==> src/rtl/rram_wv_ctrl.sv <==
// Write-verify sequencer for one RRAM word.
// A single read, or a SET/RESET program-and-verify loop bounded by an attempt budget.
// The loop verifies first, then pulses only the cells that failed verify.
//
// Handshake: fsm_go is a single-cycle request that is accepted only in IDLE.
// While busy=1 any fsm_go is dropped. rram_read stays high from the first cycle
// of READ/VERIFY up to and including the cycle in which sa_valid=1 is sampled.
// sa_valid is ignored in every other state. done is a one-cycle strobe that
// closes every accepted request, except one cut short by reset.
module rram_wv_ctrl #(
  parameter int ADDR_W = 16,
  parameter int WORD_W = 48,
  parameter int PW_W   = 8,
  parameter int ATT_W  = 8
) (
  input  logic              clk,
  input  logic              rst_n,
  input  logic              fsm_go,
  input  logic [1:0]        mode,
  input  logic [ADDR_W-1:0] addr,
  input  logic [WORD_W-1:0] target_mask,
  input  logic [PW_W-1:0]   pw,
  input  logic [ATT_W-1:0]  max_attempts,
  input  logic              sa_valid,
  input  logic [WORD_W-1:0] sa_data,
  output logic [ADDR_W-1:0] rram_addr,
  output logic              rram_read,
  output logic              rram_set,
  output logic              rram_rst,
  output logic [WORD_W-1:0] rram_mask,
  output logic              busy,
  output logic              done,
  output logic              success,
  output logic [ATT_W-1:0]  attempts,
  output logic [WORD_W-1:0] read_data,
  output logic [2:0]        fsm_state
);

  typedef enum logic [2:0] {
    S_IDLE   = 3'd0,
    S_READ   = 3'd1,
    S_VERIFY = 3'd2,
    S_PULSE  = 3'd3,
    S_DONE   = 3'd4
  } state_t;

  localparam logic [1:0] M_READ  = 2'd0;
  localparam logic [1:0] M_SET   = 2'd1;
  localparam logic [1:0] M_RESET = 2'd2;

  state_t            state_q, state_d;
  logic [1:0]        mode_q, mode_d;
  logic [ADDR_W-1:0] addr_q, addr_d;
  logic [WORD_W-1:0] tmask_q, tmask_d;
  logic [PW_W-1:0]   pw_q, pw_d;
  logic [ATT_W-1:0]  maxa_q, maxa_d;
  logic [ATT_W-1:0]  att_q, att_d;
  logic              succ_q, succ_d;
  logic [WORD_W-1:0] rdata_q, rdata_d;
  logic [WORD_W-1:0] pmask_q, pmask_d;
  logic [PW_W-1:0]   pcnt_q, pcnt_d;

  // Cells of the target that already sit in the requested resistance state.
  logic [WORD_W-1:0] pass_word;
  assign pass_word = (mode_q == M_SET) ? (sa_data & tmask_q) : (~sa_data & tmask_q);

  // State and datapath registers; reset clears every output-visible value.
  always_ff @(posedge clk) begin
    if (!rst_n) begin
      state_q <= S_IDLE;
      mode_q  <= '0;
      addr_q  <= '0;
      tmask_q <= '0;
      pw_q    <= '0;
      maxa_q  <= '0;
      att_q   <= '0;
      succ_q  <= 1'b0;
      rdata_q <= '0;
      pmask_q <= '0;
      pcnt_q  <= '0;
    end else begin
      state_q <= state_d;
      mode_q  <= mode_d;
      addr_q  <= addr_d;
      tmask_q <= tmask_d;
      pw_q    <= pw_d;
      maxa_q  <= maxa_d;
      att_q   <= att_d;
      succ_q  <= succ_d;
      rdata_q <= rdata_d;
      pmask_q <= pmask_d;
      pcnt_q  <= pcnt_d;
    end
  end

  // Next-state logic: latch config on go, verify-then-pulse loop, attempt budget.
  always_comb begin
    state_d = state_q;
    mode_d  = mode_q;
    addr_d  = addr_q;
    tmask_d = tmask_q;
    pw_d    = pw_q;
    maxa_d  = maxa_q;
    att_d   = att_q;
    succ_d  = succ_q;
    rdata_d = rdata_q;
    pmask_d = pmask_q;
    pcnt_d  = pcnt_q;
    case (state_q)
      S_IDLE: begin
        if (fsm_go) begin
          mode_d  = mode;
          addr_d  = addr;
          tmask_d = target_mask;
          pw_d    = pw;
          maxa_d  = max_attempts;
          att_d   = '0;
          succ_d  = 1'b0;
          case (mode)
            M_READ:          state_d = S_READ;
            M_SET, M_RESET:  state_d = S_VERIFY;
            default:         state_d = S_DONE;
          endcase
        end
      end
      S_READ: begin
        if (sa_valid) begin
          rdata_d = sa_data;
          succ_d  = 1'b1;
          state_d = S_DONE;
        end
      end
      S_VERIFY: begin
        if (sa_valid) begin
          rdata_d = sa_data;
          if (pass_word == tmask_q) begin
            succ_d  = 1'b1;
            state_d = S_DONE;
          end else if (att_q == maxa_q) begin
            succ_d  = 1'b0;
            state_d = S_DONE;
          end else begin
            pmask_d = tmask_q & ~pass_word;
            // A zero pulse width still yields a one-cycle pulse.
            pcnt_d  = (pw_q == '0) ? '0 : pw_q - PW_W'(1);
            att_d   = (&att_q) ? att_q : att_q + ATT_W'(1);
            state_d = S_PULSE;
          end
        end
      end
      S_PULSE: begin
        if (pcnt_q == '0) begin
          state_d = S_VERIFY;
        end else begin
          pcnt_d = pcnt_q - PW_W'(1);
        end
      end
      S_DONE: begin
        state_d = S_IDLE;
      end
      default: begin
        state_d = S_IDLE;
      end
    endcase
  end

  assign fsm_state = state_q;
  assign busy      = (state_q != S_IDLE);
  assign done      = (state_q == S_DONE);
  assign rram_read = (state_q == S_READ) || (state_q == S_VERIFY);
  assign rram_set  = (state_q == S_PULSE) && (mode_q == M_SET);
  assign rram_rst  = (state_q == S_PULSE) && (mode_q == M_RESET);
  assign rram_mask = (state_q == S_PULSE) ? pmask_q : '0;
  assign rram_addr = addr_q;
  assign success   = succ_q;
  assign attempts  = att_q;
  assign read_data = rdata_q;

endmodule

==> config.mk <==
export PLATFORM = sky130hd
export DESIGN_NAME = rram_wv_ctrl
export DESIGN_NICKNAME = d
export VERILOG_FILES = /design/src/rtl/rram_wv_ctrl.sv
export SDC_FILE = /design/constraint.sdc
export NUM_CORES = 1
export LEC_CHECK = 0
export BUFFER_PORTS_ARGS = -buffer_cell sky130_fd_sc_hd__buf_2
export CAP_MARGIN = 15
export CORE_ASPECT_RATIO = 0.75
export CORE_MARGIN = 2
export CORE_UTILIZATION = 50
export CTS_CLUSTER_DIAMETER = 100
export CTS_CLUSTER_SIZE = 14
export DETAILED_ROUTE_END_ITERATION = 7
export MAX_ROUTING_LAYER = met4
export PLACE_DENSITY = 0.85
export RECOVER_POWER = 50
export SLEW_MARGIN = 20
export SYNTH_ARGS = -nofsm -noshare
export SYNTH_HDL_FRONTEND = slang
export SYNTH_SLANG_ARGS = --single-unit
export TNS_END_PERCENT = 30
==> constraint.sdc <==
create_clock -name clk -period 3.84 [get_ports clk]
set_input_delay 0.192 -clock clk [delete_from_list [all_inputs] [get_ports clk]]
set_output_delay 0.192 -clock clk [all_outputs]
set_load 0.005 [all_outputs]
### Yosys cells after proc, flatten, opt, wreduce, memory -nomap -nowiden

Cells that the tools add are included.

| word-level totals | value |
|---|---|
| bits in registers | 198 |
| bits of input ports | 134 |
| output and inout port bits | 129 |
| word-level logic and storage cells | 89 |

| operators by class | value |
|---|---|
| add/subtract/negate cells | 3 |
| equality and inequality tests | 19 |
| multiplexer cells | 28 |
| bitwise operators | 7 |
| reductions and logical operators | 21 |

Operators by type and width:

| operator | count |
|---|---|
| $and A48 B48 Y48 | 3 |
| $mux W48 | 2 |
| $not A48 Y48 | 2 |
| $mux W8 | 10 |
| $eq A48 B48 Y1 | 1 |
| $pmux W8 S2 | 2 |
| $mux W3 | 6 |
| $logic_not A8 Y1 | 2 |
| $ne A2 B2 Y1 const B | 8 |
| $sub A8 B1 Y8 const B | 2 |
| $pmux W3 S4 | 1 |
| $reduce_and A5 Y1 | 2 |
| $add A8 B1 Y8 const B | 1 |
| $eq A8 B8 Y1 | 1 |
| $reduce_and A4 Y1 | 2 |
| $reduce_and A8 Y1 | 1 |
| $eq A3 B2 Y1 const B | 2 |
| $pmux W3 S2 | 1 |
| $reduce_and A6 Y1 | 1 |
| $reduce_bool A3 Y1 | 2 |
| $mux W1 | 5 |
| $eq A2 B1 Y1 const B | 2 |
| $eq A2 B2 Y1 const B | 2 |
| $reduce_and A2 Y1 | 2 |
| other kinds (11) | 15 |

### Logic depth before layout (Yosys ltp)

Gate-level depths: netlist of run 1.

| logic depth | value |
|---|---|
| depth in word-level cells | 7 |
| mapped depth | 11 |
| depth with buffers taken out | 9 |

### Worst setup path after synthesis of run 1

No wires, ideal clock.

| timing | value |
|---|---|
| path kind | flip-flop to flip-flop |
| start | register tmask_q[10] |
| end | register pmask_q[27] |
| library setup time | 0.132 ns |
| arrival time | 2.117 ns |
| data required time | 3.708 ns |
| setup slack | 1.591 ns |
| stages on the path, launching flop included | 12 |
| buffers on the path | 3 |
| clock period less this slack | 2.249 ns |
| cell sequence | dfxtp_1 > a222oi_1 > nand3_1 > a2111oi_2 > a31oi_1 > a2111oi_4 > buf_6 > nor2_2 > buf_6 > buf_6 > nand3_2 > a21oi_1 |

| between the ends | value |
|---|---|
| longest elaborated chain between the ends | 5 |
| elaborated cells between the ends (all ways) | 6 |
| classes of those cells | eq/ne: 1; mux: 1; bitwise: 3; reduce/logical: 1 |

RTL lines:

| item | line | text |
|---|---|---|
| start: declaration | 54 | `logic [WORD_W-1:0] tmask_q, tmask_d;` |
| start signal: assignment | 85 | `tmask_q <= tmask_d;` |
| $and A48 B48 Y48 | 65 | `assign pass_word = (mode_q == M_SET) ? (sa_data & tmask_q) : (~sa_data & tmask_q);` |
| $mux W48 | 65 |  |
| $eq A48 B48 Y1 * | 136 | `if (pass_word == tmask_q) begin` |
| $not A1 Y1 (no source line) * | -- |  |
| $reduce_and A4 Y1 (no source line) * | -- |  |
| end signal: assignment | 91 | `pmask_q <= pmask_d;` |
| end: declaration | 60 | `logic [WORD_W-1:0] pmask_q, pmask_d;` |

Mark *: on every way between the ends. The rest lies on a longest branch, timed or not.
A chain may end at the register's enable or synchronous reset.

### Worst setup path after layout of run 1

| timing | value |
|---|---|
| start | register tmask_q[35] |
| end | register pcnt_q[5] |

| between the ends | value |
|---|---|
| longest elaborated chain between the ends | 5 |
| elaborated cells between the ends (all ways) | 6 |
| classes of those cells | eq/ne: 2; mux: 1; bitwise: 2; reduce/logical: 1 |

RTL lines:

| item | line | text |
|---|---|---|
| $and A48 B48 Y48 | 65 |  |
| $mux W48 | 65 |  |
| $eq A48 B48 Y1 * | 136 |  |
| $ne A2 B2 Y1 (no source line) * | -- |  |
| $reduce_and A5 Y1 (no source line) * | -- |  |
| end signal: assignment | 92 | `pcnt_q <= pcnt_d;` |
| end: declaration | 61 | `logic [PW_W-1:0] pcnt_q, pcnt_d;` |

Marks and branches as above.

==> results.toml, run 1 <==
[power]
power.density_mw_per_mm2 = 430
vdd_ir_drop_max_mv = 0.311
comb_power_share = 0.195
finalPower_mw = 5.04
p_sw_frac = 0.318
p_int_mw = 3.44
p_leak_nw = 4.63
power_frac_seq = 0.454
p_sw_mw = 1.60
power.share.clock = 0.351

[clock_network]
ctsResizeCount = 0
cts_tree = "yes"
cts_hold_buf = 63
cts_buffers = 17
cts_max_level = 4
clk_transition_reported_paths_ns = 0.08
clock_latency_ns = 0.44
clock-sinks = 198
ctsLongestPathBuffers = 2
clockRootBuffer = "clkbuf_16"
post_cts_buffers = 0

[sta]
slew-limit-headroom = -0.290
final_hold_viol_count = 0
grt_setup_unrepaired = "false"
finalCritPeriodShare = 0.819
finalMaxSlewViolations = 49
clock_skew_ns = 0.0108
min_period_ns = 3.15
maxClockFrequency_ghz = 0.318
tightestPinTransition_ns = 1.93
setup_viol = 0
setup_tns_ns = 0

[placement]
portBuffers = 262
place_congestion = 0.918
hpwlAfterDp_um = 21400

[yosys]
synth_seq_cells = 198
synth_edf_count = 0
yosys-top-cells-count = "nand2_1 (277), dfxtp_1 (198), a21oi_1 (183)"
synthTopCellsByArea = "dfxtp_1 (43%), nand2_1 (11%), a21oi_1 (10%)"
yosysSeqAreaShare = 0.433
ys.flop_type = "dfxtp_1"
synthArstFlopShare = 0
syn_area_mm2 = 0.00916
synth_nets = 1329
yosys.area.top_type = "dfxtp_1"
yosys.cell_types.count = 51
yosysMostFrequentCell = "nand2_1"
syn_area_per_cell_um2 = 7.70
postSynthCellCount = 1189
synth_top_area_frac = 0.433
ys_warn_count = 0

[critical_path]
cp.required_ns = 4.14
ff2ff_path_depth = 9
path_class = "reg -> reg"
end_kind = "register"
cp_max_fo = 46
cp-start-kind = "register"
r2r-end = "pcnt_q[5]$_SDFFE_PN0P_"
r2r-start = "tmask_q[35]$_SDFFE_PN0P_"
crit_arrival_ns = 3.44
crit_start = "tmask_q[35]$_SDFFE_PN0P_"
r2r_slack_ns = 0.69

[floorplan]
dieArea_mm2 = 0.0194
die_h_um = 121
core_area_mm2 = 0.0178
io_pins = 263
die_w_um = 160
num_rows = 42
start_util = 0.514

[cells_and_area]
syn_to_final_growth_pct = 28.1
final_util = 0.658
nNetsFinal = 1606
drive_gt1_frac = 0.198

[grt]
gr-total-overflow = 0
first_global_vias = 9034
grt_usage = 0.327
antenna_found_initial = 3
grt_pass1_wl_um = 48400
grt_max_degree = 88

[hold_path]
hold_depth = 3
holdCritStartpoint = "addr[12]"
hp-class = "in -> reg"
hold-path-endpoint = "rram_addr[12]$_SDFFE_PN0P_"

[drt]
dr.pass1.iters = 5
vias = 9700
via_per_inst = 5.63
drcViolationCount = 0
routed_wl_um = 31200
wl_per_cell_um = 18.1
drtAntennaViolNets = 0
initialDrtViolationCount = 857

[run_status]
violations = "capacitance limit, slew limit"
status = "finished with violations"

[flow_run]
cap_violations = 1
## area by class of cell
| class | count | area (µm²) |
|---|---|---|
| multi-input combinational | 864 | 4690 |
| timing repair buffer | 340 | 2020 |
| clock inverter | 14 | 130 |
| fill | 1473 | 6090 |
| clock buffer | 18 | 439 |
| inverter | 45 | 174 |
| tap | 242 | 303 |
| sequential | 198 | 3960 |
| antenna | 3 | 7.51 |
## routing by layer
| layer | vias up | global-route usage | routed length, µm |
|---|---|---|---|
| met1 | 4555 | 0.431 | 13200 |
| met3 | 82 | 0.0793 | 3320 |
| met4 | 0 | 0.105 | 942 |
| met5 | - | - | 0 |
| met2 | 507 | 0.498 | 13800 |
| li1 | 4556 | - | - |
## worst max-delay path, cell delays in order, from the launching register on
cell and delay (ns):
dfxtp_1 0.38, inv_1 0.09, o22ai_1 0.08, nor4_1 0.54
nand4_1 0.29, a2111oi_4 0.50, buf_4 0.48, o21ai_2 0.31
mux2i_1 0.24, o21ai_1 0.07
## layout by cell type (no fill, tap or decap), drive strengths merged, types with 2 or more instances in the layout
cell type,netlist,final
a2111oi,3,3
a211oi,4,4
a21oi,183,183
a221oi,2,2
a22oi,20,20
a31oi,5,5
and2,50,50
and3,3,3
buf,13,236
clkbuf,69,59
clkinv,0,3
dfxtp,198,198
diode,0,3
dlygate4sd3,0,63
ha,6,6
inv,45,55
mux2i,9,9
nand2,277,277
nand2b,15,15
nand3,57,57
nand3b,2,2
nand4,7,7
nor2,35,35
nor2b,3,3
nor3,9,9
nor3b,3,3
nor4,6,6
o2111ai,4,4
o211ai,3,3
o21ai,56,56
o22ai,17,17
o311ai,2,2
o31ai,5,5
or2,3,3
or3,3,3
xnor2,62,62
xor2,3,3
## stage by stage
stage,hold slack [ns],cell area [µm²],worst slack [ns],cells
after floorplan,0.309,9160,1.59,1189
after global placement,0.433,10600,0.856,1626
after detailed placement,0.439,10600,0.836,1626
after CTS,0.00114,11800,0.786,1721
after global routing,0.00557,11700,0.568,1724
final,0.00730,11700,0.695,1724
## how the worst max path moves through the flow
stage	to	cells after the start
final	pcnt_q[5]$_SDFFE_PN0P_	9
after global routing	pcnt_q[5]$_SDFFE_PN0P_	9
after CTS	pcnt_q[5]$_SDFFE_PN0P_	9
after detailed placement	pcnt_q[5]$_SDFFE_PN0P_	9
after global placement	pcnt_q[2]$_SDFFE_PN0P_	10
after floorplan	pmask_q[27]$_SDFFE_PN0P_	11
## flip-flops by register name, indices dropped and copies added, names as in the netlist, 8 cells and up
| signal | cells |
|---|---|
| read_data | 48 |
| attempts | 8 |
| pw_q | 8 |
| pmask_q | 48 |
| tmask_q | 48 |
| maxa_q | 8 |
| pcnt_q | 8 |
| rram_addr | 16 |
## power groups by stage
stage | combinational [mW] | clock [mW] | sequential [mW]
final | 0.982 | 1.77 | 2.29
after floorplan | 0.601 | 0 | 2.30
after CTS | 0.969 | 1.78 | 2.28
after global routing | 1.07 | 1.88 | 2.30
after global placement | 0.897 | 0 | 2.32
after detailed placement | 0.912 | 0 | 2.33
## logic make-up (layout without fill, tap and decap cells)
| kind of cell | count (synthesis) | after routing | share of synthesized area |
|---|---|---|---|
| xor gates and xnor gates | 65 | 65 | 0.0622 |
| and+or+nand+nor | 474 | 474 | 0.237 |
| muxes | 9 | 9 | 0.00984 |
| adders and majority gates | 6 | 6 | 0.00820 |
| other | 0 | 3 | 0 |
| AOI/OAI and AO/OA | 310 | 310 | 0.193 |
| DFF | 198 | 198 | 0.433 |
| buffers and inverters | 127 | 417 | 0.0570 |
No activity file was read; power rests on OpenSTA's default activity.
==> run 2: changes to the inputs <==
- ABC_AREA: unset -> 1
- CORE_UTILIZATION: 50 -> 48
- clock period: 3.84 -> 2.8 ns (I/O delays scaled with it)
==> run 2 against run 1 <==
  * The flow finishes with violations (hold timing)
  * Sequential power grew 68%
  * Worst hold slack worse by 0.0097 ns
  * Register-to-register slack got worse by 0.46 ns
  * Largest cell class unchanged
  * Clock power is 41% higher
  * Power rose by 130%
  * Final cell count increased by 20%
==> results.toml, run 2 <==
[run_status]
status = "finished with violations"
violations = "hold timing"

[critical_path]
cpMaxStageDelayCell = "dfxtp_1"
path_buf_inv = 4
cp-start-kind = "register"
path_class = "reg -> reg"
ff2ff_path_depth = 16
worst_path_largest_cell_delay_ns = 0.39
cp.required_ns = 3.18
crit_chain = "inv_2 > nand2_2 > buf_12 > nand2_1 > nand3_1 > nand2_1 > nor2_1 > nand2_1 > nor2_1 > nand3_1 > nand2_2 > inv_2 > buf_4 > nand3_1 > nand2_1 > nor2_1"
critical-path-top-delay-family = "simple AND/OR/NAND/NOR gates"
end_kind = "register"
crit_cells = 16
cp_max_fo = 49
critPathMostFrequentCell = "nand2_1"
crit_arrival_ns = 2.95

[sta]
setup_viol = 0
setup_tns_ns = 0
clock_skew_ns = 0.0114
setup_slack_ns = 0.235
finalCritPeriodShare = 0.916
maxClockFrequency_ghz = 0.390
min_period_ns = 2.57
tightestPinTransition_ns = 0.927
slew-limit-headroom = 0.382
whs_ns = -0.00238
grt_setup_unrepaired = "false"
final_hold_viol_count = 2
finalMaxSlewViolations = 0

[yosys]
yosysSeqAreaShare = 0.409
synth_nets = 1644
synthArstFlopShare = 0
synth_seq_cells = 198
ys.flop_type = "dfxtp_1"
synth_top_area_frac = 0.409
syn_area_per_cell_um2 = 6.44
yosysMostFrequentCell = "nand2_1"
synthTopCellsByArea = "dfxtp_1 (41%), nand2_1 (15%), nand3_1 (13%)"
postSynthCellCount = 1504
ys_warn_count = 0
synth_edf_count = 0
syn_area_mm2 = 0.00969
yosys-top-cells-count = "nand2_1 (385), nand3_1 (261), dfxtp_1 (198)"
yosys.area.top_type = "dfxtp_1"
yosys.cell_types.count = 30

[drt]
routed_wl_um = 33200
wl_met2_um = 15500
via_per_inst = 5.34
met3_wirelength_um = 2940
initialDrtViolationCount = 945
dr.pass1.iters = 6
wl_per_cell_um = 16.0
wl_met1_um = 13900
drcViolationCount = 0
drtAntennaViolNets = 0
vias = 11100
highest_layer = "met4"

[clock_network]
cts_max_level = 4
clockRootBuffer = "clkbuf_16"
clock_latency_ns = 0.44
cts_tree = "yes"
cts_buffers = 17
ctsLongestPathBuffers = 2
clock-sinks = 198
clk_transition_reported_paths_ns = 0.08

[placement]
portBuffers = 262
hpwlAfterDp_um = 21600
place_congestion = 0.892
dp_slack_ns = 0.283

[power]
vdd_ir_drop_max_mv = 0.695
p_leak_nw = 5.91
finalPower_mw = 11.5
power.density_mw_per_mm2 = 917

[grt]
first_global_vias = 10400
antenna_found_initial = 2
grt_max_degree = 76
grt_pass1_wl_um = 52300
gr-total-overflow = 0
grt_usage = 0.314

[cells_and_area]
mostFrequentLayoutCells = "nand2_1 (382), nand3_1 (261), buf_2 (202), dfxtp_1 (198), inv_1 (170)"
drive_gt1_frac = 0.154
nNetsFinal = 1941
syn_to_final_growth_pct = 29.2
final_common_cell = "nand2_1"
final_util = 0.640

[floorplan]
die_w_um = 168
die_h_um = 127
dieArea_mm2 = 0.0213
num_rows = 44
io_pins = 263
core_area_mm2 = 0.0195
start_util = 0.496

[flow_run]
cap_violations = 0

[hold_path]
hp-class = "in -> reg"
hold_depth = 3
run 2: cell count changes after synthesis, sizes merged, moves of 9 or more:
cell | before | now
a21oi | 183 | 137
a22oi | 20 | 0
nand3 | 57 | 261
inv | 45 | 174
buf | 13 | 29
nand2b | 15 | 0
nor2 | 35 | 157
and2 | 50 | 0
xnor2 | 62 | 4
nand2 | 277 | 389
clkinv | 0 | 20
o21ai | 56 | 21
o22ai | 17 | 3
mux2i | 9 | 0
run 2: worst paths after layout:
kind	startpoint	to	slack, ns
worst max register to register	mode_q[1]$_SDFFE_PN0P_	pmask_q[19]$_SDFFE_PN0P_	0.23
worst max-delay path	mode_q[1]$_SDFFE_PN0P_	pmask_q[19]$_SDFFE_PN0P_	0.23
worst min register to register	tmask_q[44]$_SDFFE_PN0P_	tmask_q[44]$_SDFFE_PN0P_	0.46
worst min-delay path	target_mask[7]	tmask_q[7]$_SDFFE_PN0P_	-0.002
run 2: cell families after synthesis:
group / count (synthesis) / synth area share
simple gates: 829 / 0.362
compound gates: 167 / 0.0881
fa+ha+maj: 6 / 0.00775
xor+xnor: 13 / 0.0118
flops: 198 / 0.409
buf+inv: 291 / 0.121
run 2: layer usage:
layer,vias to the layer above,track usage
li1,5326,-
met1,5087,0.385
met2,571,0.521
met3,73,0.0644
met4,0,0.109
met5,-,-
run 2: final cells by class:
| class | instances | area (µm²) |
|---|---|---|
| inverters | 194 | 731 |
| repair buffers | 375 | 2330 |
| multi-input cells | 1015 | 4570 |
| flip-flops and latches | 198 | 3960 |
| clock buffers | 17 | 425 |
| fillers | 1727 | 7030 |
| diodes | 2 | 5.00 |
| clock inverters | 15 | 165 |
| well taps | 253 | 317 |
run 2: per-stage QoR:
stage / cells / cell area (µm²)
final: 2069 / 12500
after floorplan: 1504 / 9690
after detailed placement: 1951 / 11200
after global routing: 2069 / 12500
after global placement: 1951 / 11200
after CTS: 2067 / 12600
run 2: tightest hold or removal path, delay by kind of cell:
family | cells | cell delay, ns
AO/OA/AOI/OAI | 1 | 0.07
buffers and inverters | 1 | 0.10
AND/OR/NAND/NOR | 1 | 0.09
run 2: where the power goes:
part | switching (mW) | leakage [nW] | total (mW) | internal (mW)
combinational | 3.46 | 4.01 | 5.14 | 1.68
clock | 1.22 | 0.288 | 2.49 | 1.27
sequential | 0.373 | 1.62 | 3.84 | 3.47
total | 5.05 | 5.91 | 11.5 | 6.42
run 2: repair_timing:
action	4_1_cts	5_1_grt
gates resized for setup	0	1
setup endpoints to repair	0	3
hold buffers	84	0
hold endpoints to repair	84	0
setup buffers	0	0
==> run 3: changes to the inputs <==
- CORE_ASPECT_RATIO: 0.75 -> 0.8
- CTS_BUF_LIST: unset -> sky130_fd_sc_hd__clkbuf_16
==> run 3 against run 2 <==
  * Sequential share of layout area decreased by 0.20 points
  * Global-route usage decreased by 0.40 points
  * Routed wire length decreased by 1.1%
  * Cell area increased by 0.62%
  * First-iteration DRC count increased by 14%
  * The run now ends clean
  * Worst hold slack improved by 0.0079 ns
  * Largest power group unchanged
  * Critical path type unchanged
  * Power increased by 0.30%
  * Combinational power about the same
  * Sequential power about the same
==> results.toml, run 3 (synthesis gave the netlist of run 2 again) <==
[cells_and_area]
drive_gt1_frac = 0.156
final_common_cell = "nand2_1"
syn_to_final_growth_pct = 30.0
final_util = 0.636
nNetsFinal = 1945
mostFrequentLayoutCells = "nand2_1 (382), nand3_1 (261), buf_2 (207), dfxtp_1 (198), inv_1 (171)"
nFillCells = 1782

[floorplan]
die_w_um = 163
core_area_mm2 = 0.0198
die_h_um = 131
io_pins = 263
num_rows = 46
dieArea_mm2 = 0.0213
start_util = 0.489

[critical_path]
path_class = "reg -> reg"
critPathMostFrequentCell = "nand2_1"
cpMaxStageDelayCell = "nand2_2"
cp.required_ns = 3.10
path_buf_inv = 2
end_kind = "register"
crit_chain = "nor2_1 > nand2_1 > inv_1 > nand2_2 > buf_4 > nand2_1 > a21oi_1"
cp_max_fo = 63
cp-start-kind = "register"
r2r_slack_ns = 0.17
worst_path_largest_cell_delay_ns = 0.69
critical-path-top-delay-family = "simple AND/OR/NAND/NOR gates"
crit_arrival_ns = 2.93

[power]
vdd_ir_drop_max_mv = 0.716
power.density_mw_per_mm2 = 914
p_leak_nw = 5.96

[drt]
drtAntennaViolNets = 0
via_per_inst = 5.26
vias = 11000
wl_per_cell_um = 15.7
routed_wl_um = 32800
drcViolationCount = 0
dr.pass1.iters = 7
initialDrtViolationCount = 1074

[clock_network]
post_cts_buffers = 0
clock_latency_ns = 0.45
clockRootBuffer = "clkbuf_16"
cts_tree = "yes"
clock-sinks = 198
cts_buffers = 17
clk_transition_reported_paths_ns = 0.07
cts_max_level = 4
ctsLongestPathBuffers = 2

[grt]
grt_max_degree = 76
first_global_vias = 10400
grt_pass1_wl_um = 51000
antenna_found_initial = 3
grt_usage = 0.310
gr-total-overflow = 0

[sta]
final_hold_viol_count = 0
maxClockFrequency_ghz = 0.381
finalCritPeriodShare = 0.938
tightestPinTransition_ns = 1.22
setup_viol = 0
setup_slack_ns = 0.175
finalMaxSlewViolations = 0
clock_skew_ns = 0.0134
whs_ns = 0.00555
slew-limit-headroom = 0.181
min_period_ns = 2.63
grt_setup_unrepaired = "true"

[flow_run]
cap_violations = 0

[placement]
dp_slack_ns = 0.186
hpwlAfterDp_um = 21200
portBuffers = 262
place_congestion = 0.887

[hold_path]
hp-class = "in -> reg"

[run_status]
status = "complete, no violations"
run 3: routing by layer:
| metal | GRT usage | share of wire | up-vias |
|---|---|---|---|
| met4 | 0.132 | 0.032 | 0 |
| met3 | 0.0790 | 0.10 | 87 |
| met5 | - | 0 | - |
| li1 | - | - | 5339 |
| met1 | 0.371 | 0.41 | 4951 |
| met2 | 0.501 | 0.46 | 597 |
run 3: metrics by stage:
| step | setup TNS (ns) | total power [mW] | area (µm²) | std cells |
|---|---|---|---|---|
| final | 0 | 11.5 | 12600 | 2085 |
| after global routing | -0.0700 | 12.3 | 12600 | 2085 |
| after CTS | 0 | 11.4 | 12600 | 2081 |
| after detailed placement | 0 | 8.79 | 11100 | 1959 |
| after global placement | 0 | 8.68 | 11100 | 1959 |
| after floorplan | 0 | 7.40 | 9690 | 1504 |
run 3: power breakdown:
| part | internal [mW] | switching [mW] | total (mW) |
|---|---|---|---|
| sequential | 3.47 | 0.367 | 3.84 |
| clock | 1.41 | 1.14 | 2.55 |
| combinational | 1.68 | 3.44 | 5.12 |
run 3: tightest hold or removal path, cell delays in order:
cell,delay (ns)
buf_2,0.13
nand3_1,0.08
a21oi_1,0.06
run 3: path summary, 6_finish.rpt:
path	from	cells after the start	end
setup / recovery	fsm_state[2]$_SDFFE_PN0P_	7	tmask_q[40]$_SDFFE_PN0P_
hold / removal	sa_data[18]	3	read_data[18]$_SDFFE_PN0P_
setup reg to reg	fsm_state[2]$_SDFFE_PN0P_	7	tmask_q[40]$_SDFFE_PN0P_
hold reg to reg	read_data[37]$_SDFFE_PN0P_	2	read_data[37]$_SDFFE_PN0P_
run 3: layout make-up:
| class | instances | area (µm²) | area share |
|---|---|---|---|
| clock inverters | 15 | 175 | 0.0139 |
| flip-flops and latches | 198 | 3960 | 0.315 |
| clock buffers | 17 | 425 | 0.0338 |
| repair buffers | 379 | 2390 | 0.190 |
| diodes | 3 | 7.51 | 0.000596 |
| well taps | 264 | 330 | 0.0262 |
| multi-input cells | 1015 | 4570 | 0.363 |
| inverters | 194 | 731 | 0.0580 |
run 3: timing repair:
| action | CTS | global route |
|---|---|---|
| resized for setup | 0 | 4 |
| endpoints found under the hold margin | 90 | 1 |
| setup endpoints to repair | 0 | 56 |
| hold buffers | 90 | 1 |
